<file path="config.mk">
export PLATFORM = sky130hd
export DESIGN_NAME = sdram_port_arb
export DESIGN_NICKNAME = d
export VERILOG_FILES = /design/src/rtl/sdram_port_arb.sv
export SDC_FILE = /design/constraint.sdc
export NUM_CORES = 1
export LEC_CHECK = 0
export ABC_AREA = 1
export CORE_MARGIN = 5
export CORE_UTILIZATION = 25
export CTS_CLUSTER_SIZE = 28
export DETAILED_ROUTE_END_ITERATION = 7
export PLACE_DENSITY = 0.52
export SYNTH_ARGS = -nofsm -noshare
export SYNTH_HDL_FRONTEND = slang
export SYNTH_SLANG_ARGS = --single-unit
</file>
<file path="constraint.sdc">
create_clock -name clk -period 2.2 [get_ports clk]
set_clock_uncertainty 0.15 [all_clocks]
set_input_delay 0.22 -clock clk [delete_from_list [all_inputs] [get_ports clk]]
set_output_delay 0.22 -clock clk [all_outputs]
set_load 0.05 [all_outputs]
</file>
<file path="src/rtl/sdram_port_arb.sv">
// sdram_port_arb: one-at-a-time SDRAM sequencer that merges a buffered download
// write port with tape (and optionally cartridge) read ports.
// Optional feature macro: SDRAM_ARB_CART_EN (cartridge read port, round-robin with tape).
// Ports: clk; reset (async, active-low);
//   wr_strobe/wr_addr/wr_data in, wr_full/wr_ovf out (1-entry write buffer);
//   t_req/t_addr in, t_ack/t_data out (tape read); c_* same for cartridge;
//   sdram_addr/sdram_din/sdram_rd/sdram_we out, sdram_done/sdram_dout in;
//   busy (state not IDLE), tmo_err (sticky command timeout).
module sdram_port_arb #(
    parameter int AW  = 25,
    parameter int TMO = 255
) (
    input  logic          clk,
    input  logic          reset,
    input  logic          wr_strobe,
    input  logic [AW-1:0] wr_addr,
    input  logic [7:0]    wr_data,
    output logic          wr_full,
    output logic          wr_ovf,
    input  logic          t_req,
    input  logic [AW-1:0] t_addr,
    output logic          t_ack,
    output logic [7:0]    t_data,
    input  logic          c_req,
    input  logic [AW-1:0] c_addr,
    output logic          c_ack,
    output logic [7:0]    c_data,
    output logic [AW-1:0] sdram_addr,
    output logic [7:0]    sdram_din,
    output logic          sdram_rd,
    output logic          sdram_we,
    input  logic          sdram_done,
    input  logic [7:0]    sdram_dout,
    output logic          busy,
    output logic          tmo_err
);

    typedef enum logic [1:0] {S_IDLE, S_ISSUE, S_WAIT, S_RESP} state_t;
    typedef enum logic [1:0] {OWN_WR, OWN_T, OWN_C} own_t;

    localparam logic [7:0] TMO_CNT = 8'(TMO);

    state_t        state;
    own_t          own;
    logic [7:0]    cnt;
    logic [AW-1:0] wb_addr;
    logic [7:0]    wb_data;
    logic          wb_pend;   // buffer holds a write not yet granted
    logic          wr_issue;
    logic          wr_take;
    logic          pick_t;
    logic          pick_c;
    logic [AW-1:0] rd_addr;

    // The buffer contents are copied into sdram_addr/din at grant, so a
    // strobe during the write's ISSUE cycle can safely refill it.
    assign wr_issue = (state == S_ISSUE) && (own == OWN_WR);
    assign wr_take  = wr_strobe && (!wr_full || wr_issue);
    assign busy     = (state != S_IDLE);

`ifdef SDRAM_ARB_CART_EN
    logic last;   // 1: cartridge had the most recent read grant
    assign pick_t  = t_req && (!c_req || last);
    assign pick_c  = c_req && !pick_t;
    assign rd_addr = pick_t ? t_addr : c_addr;
`else
    logic unused_c;
    assign unused_c = c_req ^ (^c_addr);
    assign pick_t   = t_req;
    assign pick_c   = 1'b0;
    assign rd_addr  = t_addr;
`endif

    always_ff @(posedge clk or negedge reset) begin
        if (!reset) begin
            state      <= S_IDLE;
            own        <= OWN_WR;
            cnt        <= '0;
            wb_addr    <= '0;
            wb_data    <= '0;
            wb_pend    <= 1'b0;
            wr_full    <= 1'b0;
            wr_ovf     <= 1'b0;
            t_ack      <= 1'b0;
            t_data     <= '0;
            c_ack      <= 1'b0;
            c_data     <= '0;
            sdram_addr <= '0;
            sdram_din  <= '0;
            sdram_rd   <= 1'b0;
            sdram_we   <= 1'b0;
            tmo_err    <= 1'b0;
`ifdef SDRAM_ARB_CART_EN
            last       <= 1'b1;
`endif
        end else begin
            sdram_rd <= 1'b0;
            sdram_we <= 1'b0;
            t_ack    <= 1'b0;
            c_ack    <= 1'b0;

            if (wr_take) begin
                wb_addr <= wr_addr;
                wb_data <= wr_data;
                wb_pend <= 1'b1;
                wr_full <= 1'b1;
            end else if (wr_strobe) begin
                wr_ovf <= 1'b1;
            end

            unique case (state)
                S_IDLE: begin
                    if (wb_pend) begin
                        own        <= OWN_WR;
                        sdram_addr <= wb_addr;
                        sdram_din  <= wb_data;
                        sdram_we   <= 1'b1;
                        wb_pend    <= 1'b0;
                        state      <= S_ISSUE;
                    // A strobe arriving now becomes a pending write next
                    // cycle and must win, so hold off read grants.
                    end else if (!wr_strobe && (pick_t || pick_c)) begin
                        own        <= pick_t ? OWN_T : OWN_C;
                        sdram_addr <= rd_addr;
                        sdram_rd   <= 1'b1;
                        state      <= S_ISSUE;
`ifdef SDRAM_ARB_CART_EN
                        last       <= pick_c;
`endif
                    end
                end
                S_ISSUE: begin
                    cnt   <= '0;
                    state <= S_WAIT;
                end
                S_WAIT: begin
                    if (sdram_done) begin
                        if (own == OWN_WR) begin
                            wr_full <= wb_pend;
                            state   <= S_IDLE;
                        end else begin
                            state <= S_RESP;
                            if (own == OWN_T) begin
                                t_ack  <= 1'b1;
                                t_data <= sdram_dout;
                            end else begin
                                c_ack  <= 1'b1;
                                c_data <= sdram_dout;
                            end
                        end
                    end else if (cnt == TMO_CNT) begin
                        tmo_err <= 1'b1;
                        state   <= S_RESP;
                        if (own == OWN_WR) begin
                            wr_full <= wb_pend;
                        end else if (own == OWN_T) begin
                            t_ack  <= 1'b1;
                            t_data <= 8'hFF;
                        end else begin
                            c_ack  <= 1'b1;
                            c_data <= 8'hFF;
                        end
                    end else begin
                        cnt <= cnt + 8'd1;
                    end
                end
                S_RESP: begin
                    state <= S_IDLE;
                end
                default: state <= S_IDLE;
            endcase
        end
    end

endmodule

</file>
==> out/qor.yml, run 1 <==
p_leak_uw: 0.00279
clk_latency_ns: 0.35
die_w_microns: 140
avgSynthCellArea_sq_um: 8.74
hpwlAfterDp_mm: 8.59
finalPower_uw: 9290
netlist_area_sq_um: 4250
antenna_found_initial: 1
avgViaCountPerCell: 4.40
num_rows: 47
grt_pass1_vias: 3767
cts.sinks: 102
slowest_delay_ns: 0.87
fin_setup_tns_ns: 0
cp_data_arrival_time_ns: 1.64
finalSetupViolations: 0
grt_usage: 0.121
drv_cap: 0
num_vias: 3687
syn_nets: 584
cp_top_family: "buffers and inverters"
synth_cell_types: 24
cp_cell_sequence: "clkdlybuf4s50_1"
gp_congestion: 0.857
grt.overflow.total: 0
cts.clk_slew.worst_paths_ns: 0.07
cts_buffer_depth: 2
drc: 0
coreArea_sq_um: 16600
fin_crit_sh: 0.914
grt_max_degree: 52
reg2reg_slack_ns: 0.33
numCtsBuffers: 9
status: "completed"
nNetsFinal: 711
cts_max_level: 3
timing.critical_path.depth: 1
cts_resized: 0
die_height_microns: 140
worstHoldPathType: "input pin to asynchronous set/reset pin"
fill_cells: 1684
ys_ff_latch: 102
drtAntennaViolNets: 0
drt-initial-drc-count: 133
rr_worst_depth: 6
portBuffers: 127
reg2reg_from: "state[0]$_DFFE_PN0P_"
finalHoldViolations: 0
drive_gt1_frac: 0.0615
r2r_end: "sdram_addr[10]$_DFFE_PN0P_"
syn_inst: 486
whs_ns: 0.181
cts_tree: "yes"
slew_headroom: 0.626
worst_pin_slew_ns: 0.560
pwr_density_cell_nw_per_um2: 1510
ys.warnings.count: 0
initial_utilization: 0.255
die_area_sq_um: 19700
peakVddDrop_uv: 797
areaGrowthSynthToFinish_pct: 44.7
routedWlPerCell_microns: 14.2
first_pass_iters: 4
pin_count: 154
cts_root_buffer: "clkbuf_16"
critPathKind: "flop to output port"
drv_slew: 0
worstPathRequired_ns: 1.83
crit_path_top_delay_cell: "clkdlybuf4s50_1"
antenna_cells_inserted: 0
period_minus_slack_ns: 2.01
cp_max_fo: 3
start_kind: "flop"
postCtsSetupRepairBufs: 0
grt_pass1_wl_mm: 19.2
rsz0062_at_grt: "false"
end_kind: "output port"
crit_buf_inv: 1
routed_wl_mm: 11.9
yosysSeqAreaShare: 0.601
max_freq_mhz: 498
[registers in the layout, indices dropped and copies added (netlist names)]
name / count
state: 2
wr_full: 1
c_ack: 1
sdram_din: 8
wr_ovf: 1
sdram_addr: 25
wb_addr: 25
sdram_we: 1
wb_pend: 1
t_data: 8
t_ack: 1
c_data: 8
cnt: 8
tmo_err: 1
sdram_rd: 1
wb_data: 8
own: 2
[cell families (layout without fill, tap and decap cells)]
| logic type | Yosys count | after routing | synth area share |
|---|---|---|---|
| and+or+nand+nor | 259 | 259 | 0.246 |
| DFF | 102 | 102 | 0.601 |
| AOI/OAI and AO/OA | 69 | 69 | 0.0931 |
| buffers and inverters | 53 | 185 | 0.0530 |
| xor gates and xnor gates | 2 | 2 | 0.00412 |
| adders and majority gates | 1 | 1 | 0.00295 |
[cell usage in the layout (no fill, tap or decap), drive strengths merged]
cell type      netlist  layout
a211oi               1       1
a21oi               10      10
a31oi               25      25
buf                 16      13
bufinv               0       3
clkbuf               7       9
clkdlybuf4s50        0     125
clkinv               2       4
clkinvlp             0       2
dfrtp              102     102
dlygate4sd3          0       1
ha                   1       1
inv                 28      28
nand2              158     158
nand3               39      39
nor2                61      61
nor3                 1       1
o21ai               31      31
o21bai               2       2
xnor2                1       1
xor2                 1       1
[what timing repair did]
item | in CTS | in global routing
hold endpoints to repair | 26 | 0
setup endpoints to repair | 0 | 0
hold buffers | 1 | 0
[report_power, final]
group	internal (uW)	leakage (uW)	total [uW]	switching [uW]
registers	2630	0.00124	3050	425
logic	1430	0.00138	4390	2960
clock network	1120	0.000162	1850	735
total	5180	0.00279	9290	4120
[worst register-to-register path: stages, from the launching register on]
cell and delay, ns:
dfrtp_1 0.42, nor2_1 0.29, nand2_2 0.28, nand2_2 0.17
buf_12 0.24, nor2_1 0.07, a31oi_1 0.16
[per-stage QoR]
stage,instance area [sq um],util,setup WS (ns),cells
floorplan,4250,-,0.618,486
global placement,5790,0.348,0.400,821
detailed placement,5790,0.348,0.325,821
CTS,6140,0.369,0.170,838
global route,6140,0.369,0.143,838
finish,6140,0.369,0.190,838
[how the worst max path moves through the flow]
stage / from / to / slack (ns)
after global routing: wr_full$_DFF_PN0_ / wr_full / 0.14
after detailed placement: wr_strobe / sdram_addr[21]$_DFFE_PN0P_ / 0.32
after global placement: wr_strobe / sdram_addr[0]$_DFFE_PN0P_ / 0.40
after floorplan: cnt[1]$_DFFE_PN0P_ / t_data[2]$_DFFE_PN0P_ / 0.62
final: wr_full$_DFF_PN0_ / wr_full / 0.19
after CTS: wr_full$_DFF_PN0_ / wr_full / 0.17
[synthesized netlist by cell type, drive strengths merged]
cell,n,share of area
buf,16,0.020
inv,28,0.025
a21oi,10,0.012
o21bai,2,0.0035
ha,1,0.0029
nor2,61,0.055
a31oi,25,0.037
xor2,1,0.0021
nand2,158,0.14
clkinv,2,0.0018
clkbuf,7,0.0062
dfrtp,102,0.60
a211oi,1,0.0018
nand3,39,0.048
xnor2,1,0.0021
nor3,1,0.0012
o21ai,31,0.039
[final cells by class]
cell class | instances | area [sq um] | share of cell area
multi-input combinational | 331 | 1470 | 0.240
inverter | 30 | 113 | 0.0183
sequential | 102 | 2550 | 0.415
clock buffer | 9 | 225 | 0.0367
timing repair buffer | 139 | 1380 | 0.225
tap | 220 | 275 | 0.0448
clock inverter | 7 | 123 | 0.0200
[layer usage]
| layer | vias to the layer above | wire [microns] | global-route usage | part of all wire |
|---|---|---|---|---|
| met5 | - | 18 | 0 | 0.0015 |
| met3 | 17 | 1010 | 0.0457 | 0.085 |
| met1 | 1725 | 5380 | 0.155 | 0.45 |
| met4 | 2 | 189 | 0.0469 | 0.016 |
| li1 | 1817 | - | - | - |
| met2 | 126 | 5260 | 0.186 | 0.44 |
(Power assumes the default switching activity.)
==> run 2, diff against run 1 <==
--- a/config.mk
+++ b/config.mk
@@ -8,9 +8,11 @@
 export ABC_AREA = 1
 export CORE_MARGIN = 5
 export CORE_UTILIZATION = 25
+export CTS_BUF_LIST = sky130_fd_sc_hd__clkbuf_2
 export CTS_CLUSTER_SIZE = 28
 export DETAILED_ROUTE_END_ITERATION = 7
 export PLACE_DENSITY = 0.52
+export REMOVE_ABC_BUFFERS = 1
 export SYNTH_ARGS = -nofsm -noshare
 export SYNTH_HDL_FRONTEND = slang
 export SYNTH_SLANG_ARGS = --single-unit
==> constraint.sdc (replaced) <==
create_clock -name clk -period 2.4 [get_ports clk]
set_clock_uncertainty 0.15 [all_clocks]
set_input_delay 0.24 -clock clk [delete_from_list [all_inputs] [get_ports clk]]
set_output_delay 0.24 -clock clk [all_outputs]
set_load 0.05 [all_outputs]
==> out/qor.yml, run 2 (same netlist as run 1, synthesis figures left out) <==
postCtsSetupRepairBufs: 0  # unchanged
drv_slew: 0  # unchanged
cts_root_buffer: "clkbuf_2"
rr_worst_depth: 7  # +1
grt_pass1_wl_mm: 20.0  # +4.1%
pwr_density_cell_nw_per_um2: 1180  # -22%
critPathKind: "flop to output port"
grt_usage: 0.127  # +0.00550
areaGrowthSynthToFinish_pct: 51.0
cp_top_family: "buffers and inverters"
min_from: "wr_addr[16]"
routed_wl_mm: 12.1  # +1.9%
mostFrequentLayoutCell: "nand2_1"
start_kind: "flop"
slowest_delay_ns: 0.82  # -0.05 ns
max_freq_mhz: 446
cts_buffer_depth: 2  # unchanged
worstHoldPathType: "input pin to flop"
peakVddDrop_uv: 645  # -19%
cp_max_fo: 2  # -1
rsz0062_at_grt: "false"
largest_registers: "sdram_addr: 25 flops, wb_addr: 25 flops"
coreArea_sq_um: 16600  # unchanged
finalHoldViolations: 0  # unchanged
mostFrequentLayoutCells: "nand2_1, clkdlybuf4s50_1, dfrtp_1, nor2_1, dlygate4sd3_1"
crit_buf_inv: 1  # unchanged
ff_latch_area_sq_um: 2550  # unchanged
cts_tree: "yes"
grt.overflow.total: 0  # unchanged
cp_data_arrival_time_ns: 1.85  # +0.21 ns
fin_area_sq_um: 6410  # +4.4%
portBuffers: 127  # unchanged
first_pass_iters: 4  # unchanged
drt-initial-drc-count: 166  # +25%
finalPower_uw: 7600  # -18%
cts_max_level: 3  # unchanged
hold_path_end: "wb_addr[16]$_DFFE_PN0P_"
multiInputGateArea_sq_um: 1470  # unchanged
fin_crit_sh: 0.933
crit_path_top_delay_cell: "clkdlybuf4s50_1"
period_minus_slack_ns: 2.24
num_vias: 3847  # +4.3%
nNetsFinal: 764  # +7.5%
die_w_microns: 140  # unchanged
setup_ws_ns: 0.160  # -0.0300 ns
cts.sinks: 102  # unchanged
avgViaCountPerCell: 4.33  # -1.5%
worstPathRequired_ns: 2.01  # +0.18 ns
finalSetupViolations: 0  # unchanged
reg2reg_slack_ns: 0.49  # +0.16 ns
hpwlAfterDp_mm: 8.30  # -3.4%
cts.clk_slew.worst_paths_ns: 0.25  # +0.18 ns
pin_count: 154  # unchanged
die_area_sq_um: 19700  # unchanged
numCtsBuffers: 9  # unchanged
routedWlPerCell_microns: 13.6  # -3.8%
worst_pin_slew_ns: 0.866  # +0.306 ns
p_leak_uw: 0.00291  # +4.2%
worstHoldPathCells: 3
fill_cells: 1675  # -0.53%
drtAntennaViolNets: 0  # unchanged
r2r_end: "c_data[2]$_DFFE_PN0P_"
drive_gt1_frac: 0.0464  # -0.0151
die_height_microns: 140  # unchanged
drv_cap: 0  # unchanged
fin_setup_tns_ns: 0  # unchanged
placed_cell_area_sq_um: 5780  # about the same
antenna_found_initial: 0  # -1
end_kind: "output port"
slew_headroom: 0.419  # -0.207
pre_cts_ws_ns: 0.471  # +0.146 ns
initial_utilization: 0.255  # unchanged
grt_max_degree: 50  # -3.8%
reg2reg_from: "cnt[1]$_DFFE_PN0P_"
utilization: 0.385  # +0.0161
cp_cell_sequence: "clkdlybuf4s50_1"
grt_pass1_vias: 3846  # +2.1%
antenna_cells_inserted: 0  # unchanged
gp_congestion: 0.781  # -8.9%
drc: 0  # unchanged
status: "completed"
num_rows: 47  # unchanged
clk_latency_ns: 0.57  # +0.22 ns
[run 2: final cells by class]
class	count	area share
timing repair buffer	192	0.298
multi-input combinational	331	0.230
inverter	30	0.0176
tap	220	0.0429
sequential	102	0.398
clock inverter	4	0.00644
clock buffer	9	0.00702
[run 2: repair_timing]
action	in CTS	in global routing
endpoints found under the setup margin	2	25
resized for setup	2	2
endpoints found under the hold margin	146	9
pin swaps	0	0
hold buffers	47	9
[run 2: per-layer routing]
metal	vias up	part of all wire	track usage
met4	0	0.011	0.0311
met1	1802	0.46	0.162
met3	10	0.059	0.0385
li1	1916	-	-
met2	119	0.47	0.210
met5	-	0	0
[run 2: worst max path at each step]
stage / startpoint / endpoint / slack [ns] / cells past startpoint
after global placement: wr_strobe / sdram_addr[18]$_DFFE_PN0P_ / 0.54 / 7
final: sdram_addr[14]$_DFFE_PN0P_ / sdram_addr[14] / 0.16 / 1
after floorplan: wb_pend$_DFF_PN0_ / sdram_addr[0]$_DFFE_PN0P_ / 0.04 / 3
after CTS: sdram_addr[14]$_DFFE_PN0P_ / sdram_addr[14] / 0.07 / 1
after detailed placement: wr_strobe / sdram_addr[3]$_DFFE_PN0P_ / 0.47 / 7
after global routing: sdram_addr[4]$_DFFE_PN0P_ / sdram_addr[4] / 0.02 / 1
[run 2: report_power, final]
| group | switching (uW) | internal, uW | total [uW] |
|---|---|---|---|
| Sequential | 354 | 2400 | 2750 |
| Combinational | 2740 | 1360 | 4100 |
| Clock | 536 | 214 | 750 |
| Total | 3630 | 3970 | 7600 |
[run 2: through the flow]
step,hold slack [ns],cells
after floorplan,-0.206,463
after CTS,0.000630,880
after global routing,0.000214,888
after global placement,0.0236,820
final,0.0826,888
after detailed placement,0.0212,820
==> run 3, diff against run 2 <==
--- a/config.mk
+++ b/config.mk
@@ -11,6 +11,7 @@
 export CTS_BUF_LIST = sky130_fd_sc_hd__clkbuf_2
 export CTS_CLUSTER_SIZE = 28
 export DETAILED_ROUTE_END_ITERATION = 7
+export MAX_ROUTING_LAYER = met4
 export PLACE_DENSITY = 0.52
 export REMOVE_ABC_BUFFERS = 1
 export SYNTH_ARGS = -nofsm -noshare
==> out/qor.yml, run 3 (same netlist as run 1, synthesis figures left out) <==
cp_top_family: "buffers and inverters"
cts_root_buffer: "clkbuf_2"
antenna_found_initial: 1  # +1
grt_pass1_wl_mm: 20.0  # about the same
reg2reg_slack_ns: 0.48  # about the same
p_leak_uw: 0.00291  # about the same
fill_cells: 1675  # unchanged
fin_area_sq_um: 6410  # about the same
crit_path_top_delay_cell: "clkdlybuf4s50_1"
num_rows: 47  # unchanged
routed_wl_mm: 12.0  # -0.29%
mostFrequentLayoutCell: "nand2_1"
timing.critical_path.depth: 1  # unchanged
mostFrequentLayoutCells: "nand2_1, clkdlybuf4s50_1, dfrtp_1, nor2_1, dlygate4sd3_1"
numCtsBuffers: 9  # unchanged
routedWlPerCell_microns: 13.6  # -0.40%
cts_buffer_depth: 2  # unchanged
grt_pass1_vias: 3852  # +0.16%
initial_utilization: 0.255  # unchanged
num_vias: 3859  # +0.31%
grt.overflow.total: 0  # unchanged
cts.clk_slew.worst_paths_ns: 0.25  # about the same
hpwlAfterDp_mm: 8.30  # unchanged
drt-initial-drc-count: 170  # +2.4%
multiInputGateArea_sq_um: 1470  # unchanged
drc: 0  # unchanged
drive_gt1_frac: 0.0464  # unchanged
period_minus_slack_ns: 2.23  # -0.00712 ns
finalHoldViolations: 0  # unchanged
drv_slew: 0  # unchanged
rsz0062_at_grt: "false"
largest_registers: "sdram_addr: 25 flops, wb_addr: 25 flops"
die_w_microns: 140  # unchanged
die_height_microns: 140  # unchanged
slew_headroom: 0.424  # +0.00533
cp_max_fo: 2  # unchanged
portBuffers: 127  # unchanged
die_area_sq_um: 19700  # unchanged
peakVddDrop_uv: 645  # about the same
status: "completed"
worst_pin_slew_ns: 0.858  # -0.00795 ns
worstHoldPathCells: 3  # unchanged
grt_max_degree: 50  # unchanged
nNetsFinal: 764  # unchanged
fin_crit_sh: 0.930  # -0.00297
gp_congestion: 0.791  # +1.4%
worstPathRequired_ns: 2.01  # about the same
rr_worst_depth: 8  # +1
drv_cap: 0  # unchanged
max_freq_mhz: 448  # +0.32%
drtAntennaViolNets: 0  # unchanged
crit_buf_inv: 1  # unchanged
finalSetupViolations: 0  # unchanged
reg2reg_from: "cnt[1]$_DFFE_PN0P_"
end_kind: "output port"
placed_cell_area_sq_um: 5780  # unchanged
hold_path_end: "wb_addr[16]$_DFFE_PN0P_"
r2r_end: "c_data[2]$_DFFE_PN0P_"
pwr_density_cell_nw_per_um2: 1180  # about the same
avgViaCountPerCell: 4.34  # +0.20%
fin_setup_tns_ns: 0  # unchanged
cp_cell_sequence: "clkdlybuf4s50_1"
first_pass_iters: 4  # unchanged
min_from: "wr_addr[16]"
ff_latch_area_sq_um: 2550  # unchanged
start_kind: "flop"
pin_count: 154  # unchanged
clk_latency_ns: 0.57  # about the same
grt_usage: 0.130  # +0.00373
cp_data_arrival_time_ns: 1.84  # about the same
critPathKind: "flop to output port"
areaGrowthSynthToFinish_pct: 51.0  # about the same
cts_tree: "yes"
cts_max_level: 3  # unchanged
cts.sinks: 102  # unchanged
worstHoldPathType: "input pin to flop"
slowest_delay_ns: 0.82  # about the same
coreArea_sq_um: 16600  # unchanged
[run 3: worst register-to-register path, cell delays in order, from the launching register on]
cell and delay (ns):
dfrtp_1 0.43, ha_1 0.19, nand2_1 0.08, nor2_1 0.18, nand2_1 0.10, nand2_1 0.14
nand3_2 0.29, nand2_1 0.15, o21ai_0 0.10
[run 3: area by class of cell]
class | instances | share of cell area
sequential | 102 | 0.398
tap | 220 | 0.0429
inverter | 30 | 0.0176
antenna | 1 | 0.000390
clock inverter | 4 | 0.00644
timing repair buffer | 192 | 0.298
clock buffer | 9 | 0.00702
multi-input combinational | 331 | 0.230
[run 3: repair_timing]
item,in CTS,in global routing
hold buffers,47,9
endpoints found under the hold margin,146,9
buffers inserted,0,0
endpoints found under the setup margin,2,25
gates resized for setup,2,2
[run 3: metal layers]
metal	routed length, microns	global-route usage	vias to the layer above	share of wire
met4	141	0.0311	0	0.012
met5	0	-	-	0
met2	5750	0.210	126	0.48
li1	-	-	1916	-
met1	5430	0.164	1804	0.45
met3	723	0.0354	13	0.060
[run 3: worst max path at each step]
stage	startpoint	to	slack, ns
global placement	wr_strobe	sdram_addr[18]$_DFFE_PN0P_	0.54
finish	sdram_addr[14]$_DFFE_PN0P_	sdram_addr[14]	0.17
detailed placement	wr_strobe	sdram_addr[3]$_DFFE_PN0P_	0.47
CTS	sdram_addr[14]$_DFFE_PN0P_	sdram_addr[14]	0.07
floorplan	wb_pend$_DFF_PN0_	sdram_addr[0]$_DFFE_PN0P_	0.04
global route	sdram_addr[4]$_DFFE_PN0P_	sdram_addr[4]	0.01
[run 3: metrics by stage]
stage | power [uW] | cells | worst slack (ns) | hold slack, ns | util
3_5_place_dp | 6900 | 820 | 0.471 | 0.0212 | 0.347
3_3_place_gp | 6830 | 820 | 0.537 | 0.0236 | 0.347
2_1_floorplan | 5350 | 463 | 0.0410 | -0.206 | -
6_report | 7600 | 889 | 0.167 | 0.0821 | 0.385
4_1_cts | 7730 | 880 | 0.0722 | 0.000630 | 0.381
5_1_grt | 8180 | 889 | 0.0119 | -0.00831 | 0.385
[run 3: where the power goes]
| part | internal [uW] | switching, uW |
|---|---|---|
| Sequential | 2400 | 353 |
| Clock | 214 | 535 |
| Combinational | 1360 | 2740 |
| Total | 3970 | 3630 |
